File: src/rtl/hyp_pkg.sv
// rtl/hyp_pkg.sv - shared types and constants for the hypotenuse request arbiter
// Purpose: FSM state encoding, default operand/result widths and the fill value
//          returned in place of a result when the datapath times out.
// Ports:   none (package).
package hyp_pkg;

    typedef enum logic [1:0] {
        ST_IDLE  = 2'd0,
        ST_ISSUE = 2'd1,
        ST_WAIT  = 2'd2,
        ST_RESP  = 2'd3
    } state_t;

    localparam int DW_DEF = 8;
    localparam int RW_DEF = 8;

    // Every result bit takes this value on timeout, giving an all-ones result.
    localparam logic TIMEOUT_FILL = 1'b1;

endpackage

File: src/rtl/rr_arbiter.sv
// rtl/rr_arbiter.sv - combinational round-robin arbiter
// Purpose: picks the first requester strictly after last_grant (wrapping).
// Ports:   req        - request vector
//          last_grant - index of the most recently served requester
//          grant      - one-hot grant (all zero when no request)
//          grant_idx  - binary index of the granted requester
//          any        - at least one request is present
module rr_arbiter #(
    parameter int NREQ = 4,
    parameter int IW   = $clog2(NREQ)
) (
    input  logic [NREQ-1:0] req,
    input  logic [IW-1:0]   last_grant,
    output logic [NREQ-1:0] grant,
    output logic [IW-1:0]   grant_idx,
    output logic            any
);

    logic [IW-1:0] idx;

    // Scan offsets 1..NREQ so last_grant itself is considered last.
    always_comb begin
        grant     = '0;
        grant_idx = '0;
        any       = 1'b0;
        idx       = '0;
        for (int i = 1; i <= NREQ; i++) begin
            idx = IW'((int'(last_grant) + i) % NREQ);
            if (!any && req[idx]) begin
                any        = 1'b1;
                grant[idx] = 1'b1;
                grant_idx  = idx;
            end
        end
    end

endmodule

File: src/rtl/hyp_req_arbiter.sv
// rtl/hyp_req_arbiter.sv - shares one sqrt(x*x+y*y) datapath among NREQ requesters
// Purpose: round-robin grant, start/done sequencing with timeout abort, and a
//          valid/ready response carrying requester id, result and error flag.
// Ports:   clk, rst                       - clock, synchronous active-high reset
//          req_valid/req_ready/req_x/req_y - packed requester interface
//          dp_start/dp_x/dp_y/dp_done/dp_result/dp_abort - datapath handshake
//          rsp_valid/rsp_ready/rsp_id/rsp_data/rsp_err   - response port
//          busy, err_cnt                   - status
module hyp_req_arbiter
    import hyp_pkg::*;
#(
    parameter int NREQ    = 4,
    parameter int DW      = DW_DEF,
    parameter int RW      = RW_DEF,
    parameter int TIMEOUT = 64
) (
    input  logic                    clk,
    input  logic                    rst,
    input  logic [NREQ-1:0]         req_valid,
    output logic [NREQ-1:0]         req_ready,
    input  logic [NREQ*DW-1:0]      req_x,
    input  logic [NREQ*DW-1:0]      req_y,
    output logic                    dp_start,
    output logic [DW-1:0]           dp_x,
    output logic [DW-1:0]           dp_y,
    input  logic                    dp_done,
    input  logic [RW-1:0]           dp_result,
    output logic                    dp_abort,
    output logic                    rsp_valid,
    input  logic                    rsp_ready,
    output logic [$clog2(NREQ)-1:0] rsp_id,
    output logic [RW-1:0]           rsp_data,
    output logic                    rsp_err,
    output logic                    busy,
    output logic [7:0]              err_cnt
);

    localparam int IW = $clog2(NREQ);
    localparam int TW = $clog2(TIMEOUT);

    state_t        state;
    state_t        state_nxt;
    logic [IW-1:0] last_grant;
    logic [TW-1:0] timer;
    logic [NREQ-1:0] grant;
    logic [IW-1:0] grant_idx;
    logic          grant_any;
    logic          timed_out;

    rr_arbiter #(
        .NREQ (NREQ),
        .IW   (IW)
    ) u_rr_arbiter (
        .req        (req_valid),
        .last_grant (last_grant),
        .grant      (grant),
        .grant_idx  (grant_idx),
        .any        (grant_any)
    );

    // Done has priority over the timeout in the same cycle.
    assign timed_out = (timer == TW'(TIMEOUT - 1)) && !dp_done;

    always_comb begin
        state_nxt = state;
        req_ready = '0;
        dp_start  = 1'b0;
        dp_abort  = 1'b0;
        case (state)
            ST_IDLE: begin
                // Gated by rst so no requester believes it was accepted into a
                // transaction that the reset is about to discard.
                if (grant_any && !rst) begin
                    req_ready = grant;
                    state_nxt = ST_ISSUE;
                end
            end
            ST_ISSUE: begin
                dp_start  = 1'b1;
                state_nxt = ST_WAIT;
            end
            ST_WAIT: begin
                if (dp_done) begin
                    state_nxt = ST_RESP;
                end else if (timed_out) begin
                    dp_abort  = 1'b1;
                    state_nxt = ST_RESP;
                end
            end
            ST_RESP: begin
                if (rsp_ready) begin
                    state_nxt = ST_IDLE;
                end
            end
            default: state_nxt = ST_IDLE;
        endcase
    end

    assign rsp_valid = (state == ST_RESP);
    assign busy      = (state != ST_IDLE);

    always_ff @(posedge clk) begin
        if (rst) begin
            state      <= ST_IDLE;
            last_grant <= IW'(NREQ - 1);
            timer      <= '0;
            dp_x       <= '0;
            dp_y       <= '0;
            rsp_id     <= '0;
            rsp_data   <= '0;
            rsp_err    <= 1'b0;
            err_cnt    <= '0;
        end else begin
            state <= state_nxt;
            case (state)
                ST_IDLE: begin
                    if (grant_any) begin
                        last_grant <= grant_idx;
                        rsp_id     <= grant_idx;
                        dp_x       <= req_x[grant_idx*DW +: DW];
                        dp_y       <= req_y[grant_idx*DW +: DW];
                    end
                end
                ST_ISSUE: timer <= '0;
                ST_WAIT: begin
                    timer <= timer + TW'(1);
                    if (dp_done) begin
                        rsp_data <= dp_result;
                        rsp_err  <= 1'b0;
                    end else if (timed_out) begin
                        rsp_data <= {RW{TIMEOUT_FILL}};
                        rsp_err  <= 1'b1;
                        if (err_cnt != 8'hFF) begin
                            err_cnt <= err_cnt + 8'd1;
                        end
                    end
                end
                default: ;
            endcase
        end
    end

endmodule

File: config.mk
export PLATFORM = sky130hd
export DESIGN_NAME = hyp_req_arbiter
export DESIGN_NICKNAME = d
export VERILOG_FILES = /design/src/rtl/hyp_pkg.sv /design/src/rtl/rr_arbiter.sv /design/src/rtl/hyp_req_arbiter.sv
export SDC_FILE = /design/constraint.sdc
export NUM_CORES = 1
export LEC_CHECK = 0
export CORE_MARGIN = 3
export CORE_UTILIZATION = 48
export DETAILED_ROUTE_END_ITERATION = 8
export GPL_ROUTABILITY_DRIVEN = 0
export PLACE_DENSITY = 0.86
export SKIP_CTS_REPAIR_TIMING = 1
export SYNTH_ARGS = -nofsm -noshare
export SYNTH_HDL_FRONTEND = slang
export SYNTH_SLANG_ARGS = --single-unit
File: constraint.sdc
create_clock -name clk -period 8.4 [get_ports clk]
set_input_delay 0.84 -clock clk [delete_from_list [all_inputs] [get_ports clk]]
set_output_delay 0.84 -clock clk [all_outputs]
set_load 0.02 [all_outputs]
==> tab_implementation.tex, run 1 <==
\begin{tabular}{lr}
\hline
Metric & Value \\
\hline
\multicolumn{2}{l}{\textbf{Outcome}} \\
Result of the run & complete, no violations \\
\multicolumn{2}{l}{\textbf{Die}} \\
Effective utilization at floorplan & 50.0\% \\
Die boundary height & 87.8 um \\
Std cell rows & 29 \\
Area inside the core boundary & between 6000 and 7000 um2 \\
Floorplan die width & slightly below 90 um \\
IO Count & 123 \\
Die area & between 7000 and 8000 um2 \\
\multicolumn{2}{l}{\textbf{Power and ir drop}} \\
Sw frac & a little under half \\
Worst vdd rail ir drop & between 0.00015 and 0.0002 V \\
Clock network power share & between 10\% and 20\% \\
Switching Power & a little over 0.0007 W \\
Power density normalized to cell area & about 340 nW/um2 \\
Power consumption & approximately 0.0015 W \\
LEAKAGE & between 1.5 and 2 nW \\
Gate power share & between 60\% and 70\% \\
Fraction of power consumed by sequential logic & about 23\% \\
Design internal power & between 0.0008 and 0.0009 W \\
\multicolumn{2}{l}{\textbf{Layout}} \\
Layout overhead on the synthesized area & 41.0\% \\
Most common cell after layout, fill and taps aside & clkdlybuf4s50\_1 \\
Fraction of final layout cells with drive strength greater than 1 & under 10\% \\
Area of the multi-input gates & 2130 um2 \\
Number of antenna repair diodes & 0 \\
Commonest cells after routing, fill and taps aside & clkdlybuf4s50\_1, nor2\_1, dfxtp\_1, a2bb2oi\_1, a21oi\_1 \\
NumNets Final & $\sim$600 \\
Flip-flop and latch area & 902 um2 \\
Fill cell instance count of the final layout & between 500 and 600 \\
\multicolumn{2}{l}{\textbf{Routing}} \\
Average routed wire per standard cell & between 15 and 20 um \\
First-pass iteration count of the detailed router & 5 \\
Number of DRC markers in iteration 0 & around 220 \\
Total Routed Length & between 9000 and 10000 um \\
Vias & $\sim$3300 \\
Remaining antenna violation count & 0 \\
Post-route DRC violation count & 0 \\
Via density & about 6 \\
\multicolumn{2}{l}{\textbf{STA}} \\
Sum of negative setup slack & 0 ns \\
Final min period & roughly 5.3 ns \\
Worst-case headroom to the max-slew limit & between 15 and 20\% \\
Max-slew violation count & 0 \\
Worst hold slack after final layout & $\sim$0.48 ns \\
Setup Viol. Count Final & 0 \\
RSZ-0062 raised after global routing & false \\
Number of hold-slack violations in the final timing report & 0 \\
Final period utilization & roughly 63\% \\
FMAX & between 150 and 200 MHz \\
Transition time at the pin with the least slew margin & between 1 and 1.5 ns \\
Clock Skew & between 0.005 and 0.006 ns \\
\multicolumn{2}{l}{\textbf{Synthesis}} \\
Number of synthesized register bits & 45 \\
Syn nets & a little under 500 \\
Cell count after synthesis & $\sim$390 \\
Async set or reset register ratio after synthesis & 0\% \\
Mean instance size in the synthesized netlist & 8.30 um2 \\
Number of unique standard cell types used by synthesis & 53 \\
Number of enable-type register cells in the synthesized netlist & 0 \\
Most common flop cell mapped by yosys & dfxtp\_1 \\
Share of synthesized area occupied by flip-flops and latches & 28.0\% \\
Synth Cell Area & 3210 um2 \\
Yosys warns & 0 \\
\multicolumn{2}{l}{\textbf{Global route}} \\
Via count of the first global-routing pass & around 3000 \\
Residual overflow from global routing & 0 \\
First-pass GRT wire length & about 15000 um \\
Largest net degree at the start of global routing & 53 \\
Initial antenna violation count & 0 \\
Overall fraction of global-route tracks in use & about a quarter \\
\multicolumn{2}{l}{\textbf{Setup path}} \\
Critical path capture point type & primary output \\
Cell-by-cell trace of the critical path & clkinv\_1 > ha\_1 > mux2i\_1 > mux2i\_2 > a221o\_1 > o21ai\_0 > a21oi\_1 > clkdlybuf4s50\_1 \\
Arrival time of the worst setup path & 4.41 ns \\
Setup slack, reg-to-reg & roughly 3.2 ns \\
Cell type group with the largest total delay on the critical path & buffers and inverters \\
Critical path startpoint category & flop \\
Critical path class & reg -> out \\
Required arrival time at the worst endpoint & 7.56 ns \\
Largest stage delay, worst path & between 0.9 and 1 ns \\
WP buf/inv & 2 \\
Max Fanout on Critical Path & 52 \\
Slowest stage cell, crit path & dfxtp\_2 \\
\multicolumn{2}{l}{\textbf{Clock tree}} \\
TritonCTS clock tree & built \\
Clock net sink count & 45 \\
Maximum count of clock buffers along a single path & 2 \\
Clock Latency Late Sink & between 0.3 and 0.4 ns \\
Htree depth & 2 \\
Clock slew seen by the registers of the worst setup and hold paths & 0.09 ns \\
Number of CTS-inserted buffers & 5 \\
CTS root buffer & clkbuf\_8 \\
\multicolumn{2}{l}{\textbf{Min path}} \\
Tightest Hold Check Type & reg -> reg \\
\multicolumn{2}{l}{\textbf{Placed design}} \\
Number of input and output port buffers inserted & about 120 \\
Half-perimeter wire length of the detailed placement result & approximately 7000 um \\
\multicolumn{2}{l}{\textbf{Run}} \\
Max-cap violations & 0 \\
\hline
\end{tabular}
==> path summary, 6_finish.rpt <==
kind,start,endpoint,cells after the start
worst min register to register,rsp_id[1]$_SDFFE_PP0P_,rsp_id[1]$_SDFFE_PP0P_,2
worst max-delay path,last_grant[0]$_SDFFE_PP1P_,req_ready[0],8
worst max register to register,last_grant[0]$_SDFFE_PP1P_,dp_y[7]$_SDFFE_PP0P_,8
worst min-delay path,rsp_id[1]$_SDFFE_PP0P_,rsp_id[1]$_SDFFE_PP0P_,2
==> power groups by stage <==
stage,registers (W),clock network [W],logic (W)
5_1_grt,0.000353,0.000180,0.00109
6_report,0.000344,0.000172,0.00100
2_1_floorplan,0.000359,0,0.000711
3_5_place_dp,0.000349,0,0.00100
3_3_place_gp,0.000344,0,0.000969
4_1_cts,0.000344,0.000174,0.00100
==> registers in the layout (all words and copies together), names as in the netlist, 2 cells and up <==
name        count
dp_x            8
last_grant      2
rsp_data        8
dp_y            8
err_cnt         8
timer           6
state           2
rsp_id          2
==> layout make-up <==
| type | instances | share of cell area, % |
|---|---|---|
| repair buffers | 126 | 27.5 |
| clock buffers | 5 | 1.52 |
| multi-input cells | 304 | 47.1 |
| flip-flops and latches | 45 | 19.9 |
| inverters | 9 | 0.746 |
| clock inverters | 3 | 1.02 |
| well taps | 77 | 2.13 |
==> synthesized netlist by cell type (8+ instances only) <==
master,instances,area (um2)
nor2_1,76,285
dfxtp_1,45,901
a2bb2oi_1,32,280
a21oi_1,26,130
mux2i_1,24,240
nor3_1,21,105
clkbuf_1,20,75.1
ha_1,14,175
nand2_1,13,48.8
o21ai_0,12,60.1
a2111oi_2,11,165
inv_1,8,30.0
xor2_1,8,70.1
==> metal layers <==
| metal | routed length, um | vias to the layer above | global-route usage [%] |
|---|---|---|---|
| met5 | 0 | - | 0 |
| met4 | 138 | 0 | 5.58 |
| met3 | 640 | 13 | 4.14 |
| met2 | 4680 | 136 | 40.9 |
| met1 | 3990 | 1532 | 30.7 |
| li1 | - | 1637 | - |
==> worst reg2reg max path, delay by kind of cell, from the launching register on <==
family,cells,cell delay [ns]
buffers and inverters,1,0.63
muxes,3,0.95
adders and majority gates,1,0.69
and+or+nand+nor,1,0.35
AOI/OAI and AO/OA,2,1.47
DFF,1,0.99
==> metrics by stage <==
step | worst slack (ns) | instances | instance area, um2 | util, %
global placement | 3.57 | 561 | 4410 | 68.7
finish | 3.15 | 569 | 4530 | 70.5
detailed placement | 3.21 | 561 | 4410 | 68.7
floorplan | 4.99 | 387 | 3210 | -
CTS | 3.16 | 569 | 4530 | 70.5
global route | 2.72 | 569 | 4530 | 70.5
==> kinds of logic after synthesis <==
| kind of cell | after synthesis | synth area share [%] |
|---|---|---|
| AO/OA/AOI/OAI | 107 | 27.6 |
| XOR/XNOR | 10 | 2.73 |
| adder cells (fa/ha/maj) | 14 | 5.45 |
| buffers and inverters | 38 | 5.49 |
| flip-flops | 45 | 28.0 |
| multiplexers | 29 | 10.0 |
| AND/OR/NAND/NOR | 144 | 20.6 |
Note: power is estimated with default switching activity, not from simulation.
==> run 2, diff against run 1 <==
--- a/config.mk
+++ b/config.mk
@@ -6,10 +6,10 @@
 export NUM_CORES = 1
 export LEC_CHECK = 0
 export CORE_MARGIN = 3
-export CORE_UTILIZATION = 48
+export CORE_UTILIZATION = 45
 export DETAILED_ROUTE_END_ITERATION = 8
 export GPL_ROUTABILITY_DRIVEN = 0
-export PLACE_DENSITY = 0.86
+export PLACE_DENSITY = 0.82
 export SKIP_CTS_REPAIR_TIMING = 1
 export SYNTH_ARGS = -nofsm -noshare
 export SYNTH_HDL_FRONTEND = slang
==> constraint.sdc (replaced) <==
create_clock -name clk -period 5.1 [get_ports clk]
set_input_delay 0.51 -clock clk [delete_from_list [all_inputs] [get_ports clk]]
set_output_delay 0.51 -clock clk [all_outputs]
set_load 0.02 [all_outputs]
==> run 2 against run 1 <==
Net effect:
- sequential share of layout area decreased by 0.093 points
- critical path type unchanged
- worst hold slack got worse by 0.0079 ns
- clock skew rose by 0.0082 ns
- cell area up 0.47%
- count of clock-buffer cells in the layout unchanged
==> tab_implementation.tex, run 2 (synthesis results as in run 1) <==
\begin{tabular}{lr}
\hline
Metric & Value \\
\hline
\multicolumn{2}{l}{\textbf{Outcome}} \\
Result of the run & complete, no violations \\
\multicolumn{2}{l}{\textbf{STA}} \\
Final period utilization & 76.7\% \\
Final min period & $\sim$3.9 ns \\
Transition time at the pin with the least slew margin & 0.930 ns (-0.264 ns) \\
FMAX & 256 MHz \\
Min setup slack post-route & 1.19 ns (-1.96 ns) \\
Number of hold-slack violations in the final timing report & 0 (unchanged) \\
Worst-case headroom to the max-slew limit & 37.6\% (+18 points) \\
Sum of negative setup slack & 0 ns (unchanged) \\
Setup Viol. Count Final & 0 (unchanged) \\
RSZ-0062 raised after global routing & false \\
Max-slew violation count & 0 (unchanged) \\
Clock Skew & 0.0135 ns (+0.00818 ns) \\
\multicolumn{2}{l}{\textbf{Setup path}} \\
Arrival time of the worst setup path & 3.40 ns (-1.01 ns) \\
Critical path class & reg -> out \\
Max Fanout on Critical Path & 13 (-75\%) \\
Required arrival time at the worst endpoint & 4.59 ns (-2.97 ns) \\
Cell-by-cell trace of the critical path & inv\_1 > ha\_1 > mux2i\_1 > mux2i\_2 > a221o\_1 > o21ai\_0 > a21oi\_1 > clkdlybuf4s50\_1 \\
Largest stage delay, worst path & 0.57 ns (-0.42 ns) \\
Critical path capture point type & primary output \\
Slowest stage cell, crit path & dfxtp\_1 \\
Critical path startpoint category & flop \\
\multicolumn{2}{l}{\textbf{Clock tree}} \\
Clock net sink count & 45 (unchanged) \\
TritonCTS clock tree & built \\
CTS root buffer & clkbuf\_8 \\
Maximum count of clock buffers along a single path & 2 (unchanged) \\
Clock Latency Late Sink & 0.32 ns (about the same) \\
Number of CTS-inserted buffers & 5 (unchanged) \\
Clock slew seen by the registers of the worst setup and hold paths & 0.09 ns (about the same) \\
Htree depth & 2 (unchanged) \\
\multicolumn{2}{l}{\textbf{Run}} \\
Max-cap violations & 0 (unchanged) \\
\multicolumn{2}{l}{\textbf{Power and ir drop}} \\
LEAKAGE & 1.75 nW (+0.33\%) \\
Fraction of power consumed by sequential logic & 20.4\% (-2.3 points) \\
Design internal power & 0.00129 W (+60\%) \\
Gate power share & 69.4\% (+3.4 points) \\
Clock network power share & 10.2\% (-1.1 points) \\
Switching Power & 0.00119 W (+68\%) \\
Worst vdd rail ir drop & 0.000251 V (+35\%) \\
Sw frac & 47.9\% (+1.2 points) \\
Power density normalized to cell area & 546 nW/um2 (+63\%) \\
\multicolumn{2}{l}{\textbf{Global route}} \\
First-pass GRT wire length & 15400 um (+4.2\%) \\
Overall fraction of global-route tracks in use & 22.5\% (-1.2 points) \\
GR peak layer & met2 \\
Residual overflow from global routing & 0 (unchanged) \\
Via count of the first global-routing pass & 3160 (+5.2\%) \\
Initial antenna violation count & 0 (unchanged) \\
Met1 routing resource usage after global routing & 28.8\% (-1.9 points) \\
Met3 Resource Use GR & 5.08\% (+0.94 points) \\
Largest net degree at the start of global routing & 52 (-1.9\%) \\
GRT met2 Usage & 37.2\% (-3.7 points) \\
\multicolumn{2}{l}{\textbf{Layout}} \\
Finished Core Util & 66.2\% (-4.3 points) \\
Layout overhead on the synthesized area & 41.6\% \\
Number of antenna repair diodes & 0 (unchanged) \\
NumNets Final & 587 (+0.34\%) \\
Most common cell after layout, fill and taps aside & clkdlybuf4s50\_1 \\
Commonest cells after routing, fill and taps aside & clkdlybuf4s50\_1, nor2\_1, dfxtp\_1, a2bb2oi\_1, a21oi\_1 \\
Fraction of final layout cells with drive strength greater than 1 & 7.69\% (+0.38 points) \\
Post-route insts no fill & 590 (+3.7\%) \\
\multicolumn{2}{l}{\textbf{Die}} \\
Effective utilization at floorplan & 46.8\% (-3.3 points) \\
IO Count & 123 (unchanged) \\
Area inside the core boundary & 6870 um2 (+7.0\%) \\
Die area & 8190 um2 (+6.2\%) \\
Floorplan die width & 90.5 um (+3.1\%) \\
Die boundary height & 90.5 um (+3.1\%) \\
Std cell rows & 30 (+3.4\%) \\
\multicolumn{2}{l}{\textbf{Placed design}} \\
Half-perimeter wire length of the detailed placement result & 6670 um (-4.4\%) \\
Number of input and output port buffers inserted & 122 (unchanged) \\
Cell Count Post-Placement & 582 (+3.7\%) \\
Placement-stage worst setup slack & 1.39 ns (-1.82 ns) \\
\multicolumn{2}{l}{\textbf{Routing}} \\
First-pass iteration count of the detailed router & 4 (-1) \\
Vias & 3307 (-0.33\%) \\
Post-route DRC violation count & 0 (unchanged) \\
Via density & 5.61 (-3.9\%) \\
Average routed wire per standard cell & 15.7 um (-5.6\%) \\
Remaining antenna violation count & 0 (unchanged) \\
Number of DRC markers in iteration 0 & 111 (-49\%) \\
Total Routed Length & 9240 um (-2.2\%) \\
\multicolumn{2}{l}{\textbf{Min path}} \\
Tightest Hold Check Type & reg -> reg \\
\hline
\end{tabular}
==> run 2: area by class of cell <==
| type | count | area [um2] |
|---|---|---|
| Clock buffer | 5 | 68.8 |
| Tap cell | 96 | 120 |
| Multi-Input combinational cell | 304 | 2130 |
| Fill cell | 584 | 2320 |
| Inverter | 9 | 33.8 |
| Timing Repair Buffer | 128 | 1260 |
| Clock inverter | 3 | 28.8 |
| Sequential cell | 45 | 902 |
==> run 2: power groups by stage <==
stage,Combinational [W],Sequential [W],Clock [W]
4_1_cts,0.00172,0.000507,0.000261
5_1_grt,0.00188,0.000520,0.000272
3_3_place_gp,0.00167,0.000511,0
6_report,0.00172,0.000507,0.000253
2_1_floorplan,0.00117,0.000591,0
3_5_place_dp,0.00172,0.000514,0
==> run 2: critical path: cells and delay by family (launching register included) <==
family / cells / cell delay (ns)
buf+inv: 2 / 0.77
mux: 2 / 0.71
flops: 1 / 0.57
fa+ha+maj: 1 / 0.56
compound gates: 3 / 0.49
==> run 2: worst paths after layout <==
check	startpoint	endpoint	slack [ns]	cells after the start
max	last_grant[1]$_SDFFE_PP1P_	req_ready[0]	1.19	8
min	rsp_id[1]$_SDFFE_PP0P_	rsp_id[1]$_SDFFE_PP0P_	0.47	2
max reg2reg	last_grant[1]$_SDFFE_PP1P_	dp_y[7]$_SDFFE_PP0P_	1.40	9
min reg2reg	rsp_id[1]$_SDFFE_PP0P_	rsp_id[1]$_SDFFE_PP0P_	0.47	2
==> run 2: through the flow <==
stage / hold WS (ns) / area, um2 / total power [W]
final: 0.468 / 4550 / 0.00249
after global routing: 0.510 / 4550 / 0.00267
after CTS: 0.473 / 4550 / 0.00249
after detailed placement: 0.453 / 4450 / 0.00224
after global placement: 0.444 / 4450 / 0.00219
after floorplan: 0.480 / 3210 / 0.00176
==> run 2: per-layer routing <==
layer  part of all wire (%)  vias up  wire [um]
li1                       -     1646          -
met1                     44     1514       4110
met2                     47      132       4320
met3                    6.7       15        618
met4                    2.1        0        197
met5                      0        -          0
